$ cat src/rtl/multicycle_control_fsm.sv
// Main controller for the multi-cycle RV32I datapath: fetch/decode/execute/writeback sequencing.
// Optional perf counters are enabled by defining MCU_PERF_CNT_EN.
module multicycle_control_fsm #(
   parameter int CNT_WIDTH       = 32,
   parameter bit HALT_ON_ILLEGAL = 1'b1
) (
   input  logic                 clk,
   input  logic                 rst,
   input  logic [6:0]           op,
   input  logic [2:0]           funct3,
   input  logic                 funct7_5,
   input  logic                 zero,
   input  logic                 mem_ready,
   output logic                 pc_write,
   output logic                 adr_src,
   output logic                 mem_write,
   output logic                 ir_write,
   output logic [1:0]           result_src,
   output logic [1:0]           alu_src_a,
   output logic [1:0]           alu_src_b,
   output logic [1:0]           imm_src,
   output logic [2:0]           alu_control,
   output logic                 reg_write,
   output logic                 halted,
   output logic [3:0]           state_o,
   output logic [CNT_WIDTH-1:0] cycle_count,
   output logic [CNT_WIDTH-1:0] instr_count
);

   localparam logic [6:0] OP_LW   = 7'b0000011;
   localparam logic [6:0] OP_SW   = 7'b0100011;
   localparam logic [6:0] OP_R    = 7'b0110011;
   localparam logic [6:0] OP_I    = 7'b0010011;
   localparam logic [6:0] OP_BEQ  = 7'b1100011;
   localparam logic [6:0] OP_JAL  = 7'b1101111;

   typedef enum logic [3:0] {
      S_FETCH    = 4'd0,
      S_DECODE   = 4'd1,
      S_MEMADR   = 4'd2,
      S_MEMREAD  = 4'd3,
      S_MEMWB    = 4'd4,
      S_MEMWRITE = 4'd5,
      S_EXECR    = 4'd6,
      S_EXECI    = 4'd7,
      S_ALUWB    = 4'd8,
      S_BEQ      = 4'd9,
      S_JAL      = 4'd10,
      S_HALT     = 4'd11
   } state_t;

   typedef struct packed {
      logic       adr_src;
      logic       mem_write;
      logic       reg_write;
      logic       branch;
      logic       pc_update;
      logic       fetch;
      logic       exec;
      logic       halted;
      logic [1:0] result_src;
      logic [1:0] alu_src_a;
      logic [1:0] alu_src_b;
      logic [2:0] alu_control;
   } ctrl_t;

   state_t state_q;
   state_t state_d;
   ctrl_t  ctrl_q;
   logic   alu_legal_s;

   // State-only control word; fetch/exec flags mark the input-dependent terms.
   function automatic ctrl_t state_ctrl(input state_t s);
      ctrl_t c;
      c = '0;
      case (s)
         S_FETCH:    begin c.alu_src_b = 2'b10; c.result_src = 2'b10; c.fetch = 1'b1; end
         S_DECODE:   begin c.alu_src_a = 2'b01; c.alu_src_b = 2'b01; end
         S_MEMADR:   begin c.alu_src_a = 2'b10; c.alu_src_b = 2'b01; end
         S_MEMREAD:  begin c.adr_src = 1'b1; end
         S_MEMWB:    begin c.result_src = 2'b01; c.reg_write = 1'b1; end
         S_MEMWRITE: begin c.adr_src = 1'b1; c.mem_write = 1'b1; end
         S_EXECR:    begin c.alu_src_a = 2'b10; c.exec = 1'b1; end
         S_EXECI:    begin c.alu_src_a = 2'b10; c.alu_src_b = 2'b01; c.exec = 1'b1; end
         S_ALUWB:    begin c.reg_write = 1'b1; end
         S_BEQ:      begin c.alu_src_a = 2'b10; c.alu_control = 3'b001; c.branch = 1'b1; end
         S_JAL:      begin c.alu_src_a = 2'b01; c.alu_src_b = 2'b10; c.pc_update = 1'b1; end
         S_HALT:     begin c.halted = 1'b1; end
         default:    c = '0;
      endcase
      return c;
   endfunction

   function automatic logic alu_legal(input logic [2:0] f3, input logic f7_5);
      case (f3)
         3'b000, 3'b010, 3'b110, 3'b111: return 1'b1;
         3'b101:                         return f7_5;
         default:                        return 1'b0;
      endcase
   endfunction

   // funct7_5 selects sub only for register-register ops; for I-type it is an immediate bit.
   function automatic logic [2:0] alu_decode(input logic is_r, input logic [2:0] f3, input logic f7_5);
      case (f3)
         3'b000:  return (is_r && f7_5) ? 3'b001 : 3'b000;
         3'b010:  return 3'b101;
         3'b101:  return 3'b100;
         3'b110:  return 3'b011;
         3'b111:  return 3'b010;
         default: return 3'b000;
      endcase
   endfunction

   assign alu_legal_s = alu_legal(funct3, funct7_5);

   always_comb begin
      state_d = state_q;
      case (state_q)
         S_FETCH:    state_d = mem_ready ? S_DECODE : S_FETCH;
         S_DECODE: begin
            case (op)
               OP_LW, OP_SW: state_d = S_MEMADR;
               OP_R:         state_d = alu_legal_s ? S_EXECR : S_HALT;
               OP_I:         state_d = alu_legal_s ? S_EXECI : S_HALT;
               OP_BEQ:       state_d = S_BEQ;
               OP_JAL:       state_d = S_JAL;
               default:      state_d = S_HALT;
            endcase
         end
         S_MEMADR:   state_d = (op == OP_SW) ? S_MEMWRITE : S_MEMREAD;
         S_MEMREAD:  state_d = mem_ready ? S_MEMWB : S_MEMREAD;
         S_MEMWB:    state_d = S_FETCH;
         S_MEMWRITE: state_d = mem_ready ? S_FETCH : S_MEMWRITE;
         S_EXECR:    state_d = S_ALUWB;
         S_EXECI:    state_d = S_ALUWB;
         S_ALUWB:    state_d = S_FETCH;
         S_BEQ:      state_d = S_FETCH;
         S_JAL:      state_d = S_ALUWB;
         S_HALT:     state_d = HALT_ON_ILLEGAL ? S_HALT : S_FETCH;
         default:    state_d = S_FETCH;
      endcase
   end

   // State register with the control word registered alongside it.
   always_ff @(posedge clk) begin
      if (!rst) begin
         state_q <= S_FETCH;
         ctrl_q  <= state_ctrl(S_FETCH);
      end else begin
         state_q <= state_d;
         ctrl_q  <= state_ctrl(state_d);
      end
   end

   // Write enables are suppressed during any reset cycle so an abandoned instruction leaves no side effects.
   always_comb begin
      pc_write    = rst & ((ctrl_q.branch & zero) | ctrl_q.pc_update | (ctrl_q.fetch & mem_ready));
      ir_write    = rst & ctrl_q.fetch & mem_ready;
      mem_write   = rst & ctrl_q.mem_write;
      reg_write   = rst & ctrl_q.reg_write;
      adr_src     = ctrl_q.adr_src;
      result_src  = ctrl_q.result_src;
      alu_src_a   = ctrl_q.alu_src_a;
      alu_src_b   = ctrl_q.alu_src_b;
      halted      = ctrl_q.halted;
      state_o     = state_q;
      if (ctrl_q.exec) begin
         alu_control = alu_decode(op == OP_R, funct3, funct7_5);
      end else begin
         alu_control = ctrl_q.alu_control;
      end
      case (op)
         OP_SW:   imm_src = 2'b01;
         OP_BEQ:  imm_src = 2'b10;
         OP_JAL:  imm_src = 2'b11;
         default: imm_src = 2'b00;
      endcase
   end

`ifdef MCU_PERF_CNT_EN
   localparam logic [CNT_WIDTH-1:0] CNT_ONE = {{(CNT_WIDTH-1){1'b0}}, 1'b1};
   logic [CNT_WIDTH-1:0] cycle_q;
   logic [CNT_WIDTH-1:0] instr_q;
   logic                 retire_s;

   assign retire_s = (state_q == S_ALUWB) || (state_q == S_MEMWB) || (state_q == S_BEQ) ||
                     ((state_q == S_MEMWRITE) && mem_ready);

   // Saturating performance counters.
   always_ff @(posedge clk) begin
      if (!rst) begin
         cycle_q <= '0;
         instr_q <= '0;
      end else begin
         if ((state_q != S_HALT) && (cycle_q != {CNT_WIDTH{1'b1}})) begin
            cycle_q <= cycle_q + CNT_ONE;
         end
         if (retire_s && (instr_q != {CNT_WIDTH{1'b1}})) begin
            instr_q <= instr_q + CNT_ONE;
         end
      end
   end

   assign cycle_count = cycle_q;
   assign instr_count = instr_q;
`else
   assign cycle_count = '0;
   assign instr_count = '0;
`endif

endmodule

$ cat config.mk
export PLATFORM = sky130hd
export DESIGN_NAME = multicycle_control_fsm
export DESIGN_NICKNAME = d
export VERILOG_FILES = /design/src/rtl/multicycle_control_fsm.sv
export SDC_FILE = /design/constraint.sdc
export NUM_CORES = 1
export LEC_CHECK = 0
export CAP_MARGIN = 10
export CORE_ASPECT_RATIO = 1.25
export CORE_MARGIN = 2
export CORE_UTILIZATION = 40
export CTS_CLUSTER_SIZE = 24
export DETAILED_ROUTE_END_ITERATION = 10
export DONT_BUFFER_PORTS = 1
export GPL_TIMING_DRIVEN = 0
export PLACE_DENSITY = 0.53
export SETUP_SLACK_MARGIN = 0.4
export SLEW_MARGIN = 10
export SYNTH_ARGS = -nofsm -noshare
export SYNTH_HDL_FRONTEND = slang
export SYNTH_SLANG_ARGS = --single-unit
export TNS_END_PERCENT = 1
$ cat constraint.sdc
create_clock -name clk -period 2.12 [get_ports clk]
set_input_delay 0.424 -clock clk [delete_from_list [all_inputs] [get_ports clk]]
set_output_delay 0.424 -clock clk [all_outputs]
set_load 0.01 [all_outputs]
# Word-level counts from Yosys, hierarchy flattened
# Index checks and enable logic that the tools add are counted.
totals:
  wordCells: 90
  ramBits: 0
  out_inout_bits: 85
  mem_count: 0
  ff_bits: 21
  latchBits: 0
  input_bits: 15
  mem_bits_ro: 0
classes:
  n_eq_ne: 29
  n_mul: 0
  shift: 0
  reduce_logical: 14
  div_mod_pow: 0
  magnitude_cmp: 0
  addsub: 0
  n_mux: 25
  bitwise: 9
ops:
  columns: ["cell", "n"]
  rows:
  - ["$eq A4 B3 Y1 const B", 7]
  - ["$pmux W4 S7", 1]
  - ["$eq A4 B4 Y1 const B", 6]
  - ["$pmux W4 S5", 1]
  - ["$eq A4 B2 Y1 const B", 4]
  - ["$pmux W3 S5", 1]
  - ["$eq A7 B6 Y1 const B", 2]
  - ["$eq A7 B7 Y1 const B", 2]
  - ["$mux W3", 4]
  - ["$pmux W2 S2", 3]
  - ["$reduce_or A2 Y1", 6]
  - ["$mux W1", 11]
  - ["$eq A3 B3 Y1 const B", 3]
  - ["$eq A4 B1 Y1 const B", 2]
  - ["$logic_not A4 Y1", 2]
  - ["$mux W4", 2]
  - ["$reduce_or A4 Y1", 2]
  - ["$and A1 B1 Y1", 7]
  - ["$eq A7 B2 Y1 const B", 1]
  - ["$eq A7 B5 Y1 const B", 1]
  - ["$pmux W2 S3", 1]
  - ["$reduce_or A3 Y1", 2]
  - ["$eq A3 B2 Y1 const B", 1]
  - ["$logic_not A3 Y1", 1]
  - ["3 further kinds", 4]

# Depth between registers and ports, before layout
logic_depth:
  ltp_word: 9
  depth_mapped: 8

# Least setup slack after synthesis
# OpenSTA, ideal clock, no wires.
synth_path:
  path_kind: "input to register"
  startpoint: "input op[2]"
  endpoint: "register ctrl_q (netlist bit adr_src)"
  setup_time_ns: 0.120
  stages: 7
  path_slack_ns: 0.194
  arrival_ns: 1.806
  required_ns: 2.000
  path_buffers: 1
  path_cell_list: "or3_1 > buf_6 > nor4bb_1 > a211o_2 > or2_4 > nor2_1 > o31a_1"
synth_via:
  elab_chain_cells: 7
  word_cells_on_any_way: 14
  cone_classes: "eq/ne (8); mux (4); reduce/logical (2)"
synth_rtl:
  columns: ["item", "line_no", "text"]
  rows:
  - ["start, declared", "9", "input logic [6:0] op,"]
  - ["$eq A7 B6 Y1 / $eq A7 B2 Y1 (equally long branches)", "121, 130", null]
  - ["$reduce_or A2 Y1", "121", "case (op)"]
  - ["$pmux W4 S5", "121", null]
  - ["$pmux W4 S7 *", "118", "case (state_q)"]
  - ["$eq A4 B3 Y1 / $eq A4 B2 Y1 (equally long branches)", "76", "case (s)"]
  - ["$reduce_or A2 Y1 (no line) *", null, null]
  - ["$mux W1 *", "76", null]
  - ["end signal, assigned", "148", "ctrl_q <= state_ctrl(S_FETCH);"]
  - ["end signal, assigned", "151", "ctrl_q <= state_ctrl(state_d);"]
  - ["end, declared", "69", "ctrl_t ctrl_q;"]
# Mark *: on every way between the ends. The rest lies on a longest branch, timed or not.
# A chain may end at the register's enable or synchronous reset.

# Final worst setup path
layout_path:
  startpoint: "register state_q[2] (netlist: state_o[2])"
  endpoint: "register ctrl_q (netlist bit alu_src_a[0])"
layout_via:
  elab_chain_cells: 6
  word_cells_on_any_way: 20
  cone_classes: "eq/ne (14); mux (2); reduce/logical (4)"
layout_rtl:
  columns: ["item", "line_no", "text"]
  rows:
  - ["start, declared", "67", "state_t state_q;"]
  - ["start signal, assigned", "150", "state_q <= state_d;"]
  - ["$eq A4 B4 Y1 / $eq A4 B3 Y1 (equally long branches)", "118", null]
  - ["$reduce_or A3 Y1 (no line)", null, null]
  - ["$pmux W4 S7 *", "118", null]
  - ["$eq A4 B4 Y1 (tied with other cells)", "76", null]
  - ["$reduce_or A4 Y1 (no line) / $reduce_or A2 Y1 (equally long branches)", null, null]
  - ["$pmux W2 S2 *", "76", null]
# Marks and branches as above.

==> run_results.csv <==
group,metric,value,unit
yosys,syn_avg_cell_area,8.19,µm²
clock_tree,cts_sinks,17,
critical_path,cp.arrival,2.10,ns
power,vdd_ir_drop_max,0.000293,V
cells_and_area,layout-drive-gt1-share,0.423,
global_route,track_usage,0.128,
clock_tree,clkTransAtPathRegs,0.06,ns
die,rows,25,
sta,drv_slew,0,
cells_and_area,n_antenna_cell,0,
cells_and_area,layout_commonest_cell,"buf_4",
place,io_buffers,0,
yosys,synth_top_area_cell,"buf_4",
clock_tree,clock_path_buffers,2,
sta,rsz0062_at_grt,"yes",
hold_path,hold_class,"primary input to flop",
clock_tree,cts_htree_levels,1,
critical_path,required,2.31,ns
die,start_util,0.414,
critical_path,cp-end-kind,"flop",
route,via_count,1247,
die,die_h,73.7,µm
yosys,synth-seq-area-share,0.219,
sta,max_clock_freq,524,MHz
clock_tree,worstSkewPairLatency,0.25,ns
yosys,synthCells,190,
cells_and_area,layout_common_cells,"buf_4, conb_1, dfxtp_1, nand2_1, inv_1",
sta,skew,0.00253,ns
yosys,synth-seq-cells,17,
cells_and_area,fin_area,0.00204,mm²
sta,finalSetupViolations,0,
route,drtIter0Drc,30,
cells_and_area,syn_to_final_growth,31.0,%
global_route,gr-total-overflow,0,
route,drt-total-wl,2990,µm
yosys,synth_top_area_frac,0.343,
global_route,grt_pass1_wl,4390,µm
critical_path,worstSetupPathType,"flop to flop",
sta,finalWorstSetupSlack,0.211,ns
route,drtAntennaViolNets,0,
route,wl_per_cell,9.81,µm
die,ios,100,
cells_and_area,n_fill_cell,373,
place,gp_congestion,0.775,
yosys,yosysWarnings,0,
place,place_ws,0.0210,ns
place,placed_cell_area,0.00185,mm²
yosys,ys_types,51,
sta,tightest_slew,0.505,ns
sta,hold_viol,0,
job,cap_violations,0,
yosys,syn_area,0.00156,mm²
clock_tree,cts_tree,"done",
yosys,synthTopCellsByArea,"buf_4, dfxtp_1, nor2_1, a21oi_1, nand3_1",
global_route,grt_pass1_vias,1064,
critical_path,cp_max_fo,7,
clock_tree,cts_buffers,3,
place,dp.cells,293,
outcome,status,"finished, final reports clean",
cells_and_area,instances_no_fill,305,
clock_tree,cts-root-buf,"clkbuf_8",
sta,period_share,0.900,
yosys,synth_edf_count,0,
die,die_area,0.00441,mm²
route,drc,0,
die,core_area,0.00375,mm²
critical_path,crit_path_start_kind,"flop",
cells_and_area,nets,281,
yosys,synth_ff_type,"dfxtp_1",
sta,finalWorstPathRequiredPeriod,1.91,ns
route,vias_per_cell,4.09,
sta,slew_headroom,0.659,
power,p_leak,0.00106,µW
global_route,grt_start_max_net_pins,11,
yosys,ys_async_sr_fraction,0,
global_route,grt_antenna_before_repair,0,
sta,setup_tns,0,ns
place,dp_hpwl,2410,µm
route,firstDrtPassIters,4,
die,fp.dieW,59.8,µm
power,p_per_area,613,mW/mm²
[stage by stage]
stage	utilization	hold slack [ns]	power (µW)
after CTS	0.525	0.317	1210
after floorplan	-	0.554	856
after global routing	0.543	0.326	1330
after global placement	0.493	0.581	925
after detailed placement	0.493	0.579	926
final	0.543	0.324	1250
[synthesized netlist by cell type (3+ instances only)]
master / instances
dfxtp_1: 17
nand3_1: 6
a21oi_1: 6
buf_2: 3
nor3_1: 6
and2_1: 4
nand2_1: 8
inv_1: 8
or3_1: 3
nand3b_1: 3
buf_4: 71
nor2_1: 10
[power by group]
group          internal (µW)  total (µW)  switching (µW)
clock                    130         238             107
combinational            303         601             298
sequential               370         411            41.0
[state kept, by name, summed over array words and instances, names as in the netlist]
name        cells
ctrl_q          6
state_o         4
alu_src_a       2
alu_src_b       2
adr_src         1
halted          1
result_src      1
[final timing paths]
kind | to | slack [ns] | depth (start not counted) | from
hold reg to reg | alu_src_b[0]$_SDFF_PN0_ | 0.73 | 3 | state_o[0]$_SDFF_PN0_
hold / removal | state_o[1]$_SDFF_PN0_ | 0.32 | 1 | rst
setup reg to reg | alu_src_a[0]$_SDFF_PN0_ | 0.21 | 7 | state_o[2]$_SDFF_PN0_
setup / recovery | alu_src_a[0]$_SDFF_PN0_ | 0.21 | 7 | state_o[2]$_SDFF_PN0_
[logic make-up after synthesis]
kind of cell / after synthesis / share of synthesized area
other cells: 1 / 0.00241
flops: 17 / 0.219
compound gates: 25 / 0.134
xor+xnor: 2 / 0.0113
buf+inv: 84 / 0.386
simple gates: 60 / 0.240
mux: 1 / 0.00724
[layout make-up]
| class | instances | area [µm²] | area share |
|---|---|---|---|
| plain buffers | 76 | 586 | 0.287 |
| clock buffers | 3 | 41.3 | 0.0203 |
| clock inverters | 1 | 5.00 | 0.00246 |
| inverters | 8 | 30.0 | 0.0147 |
| multi-input cells | 152 | 912 | 0.448 |
| flip-flops and latches | 17 | 353 | 0.173 |
| well taps | 40 | 50.0 | 0.0246 |
| repair buffers | 8 | 60.1 | 0.0295 |
[routing by layer]
layer	vias up	track usage	share of wire
li1	662	-	-
met1	523	0.146	0.40
met2	57	0.222	0.48
met3	5	0.0440	0.10
met4	0	0.0370	0.011
met5	-	0	0
[what timing repair did]
| action | 4_1_cts | 5_1_grt |
|---|---|---|
| pin swaps | 7 | 6 |
| setup endpoints to repair | 15 | 15 |
| resized for setup | 14 | 10 |
| hold buffers | 0 | 0 |
| buffers inserted | 4 | 4 |
[worst max-delay path, stage by stage (launching register included)]
cell and delay (ns):
dfxtp_2 0.36, buf_6 0.14, nor3_1 0.06, nor4bb_2 0.18
a211o_2 0.35, or2_4 0.25, or3_4 0.39, a21oi_2 0.12
No activity file was read; power rests on OpenSTA's default activity.
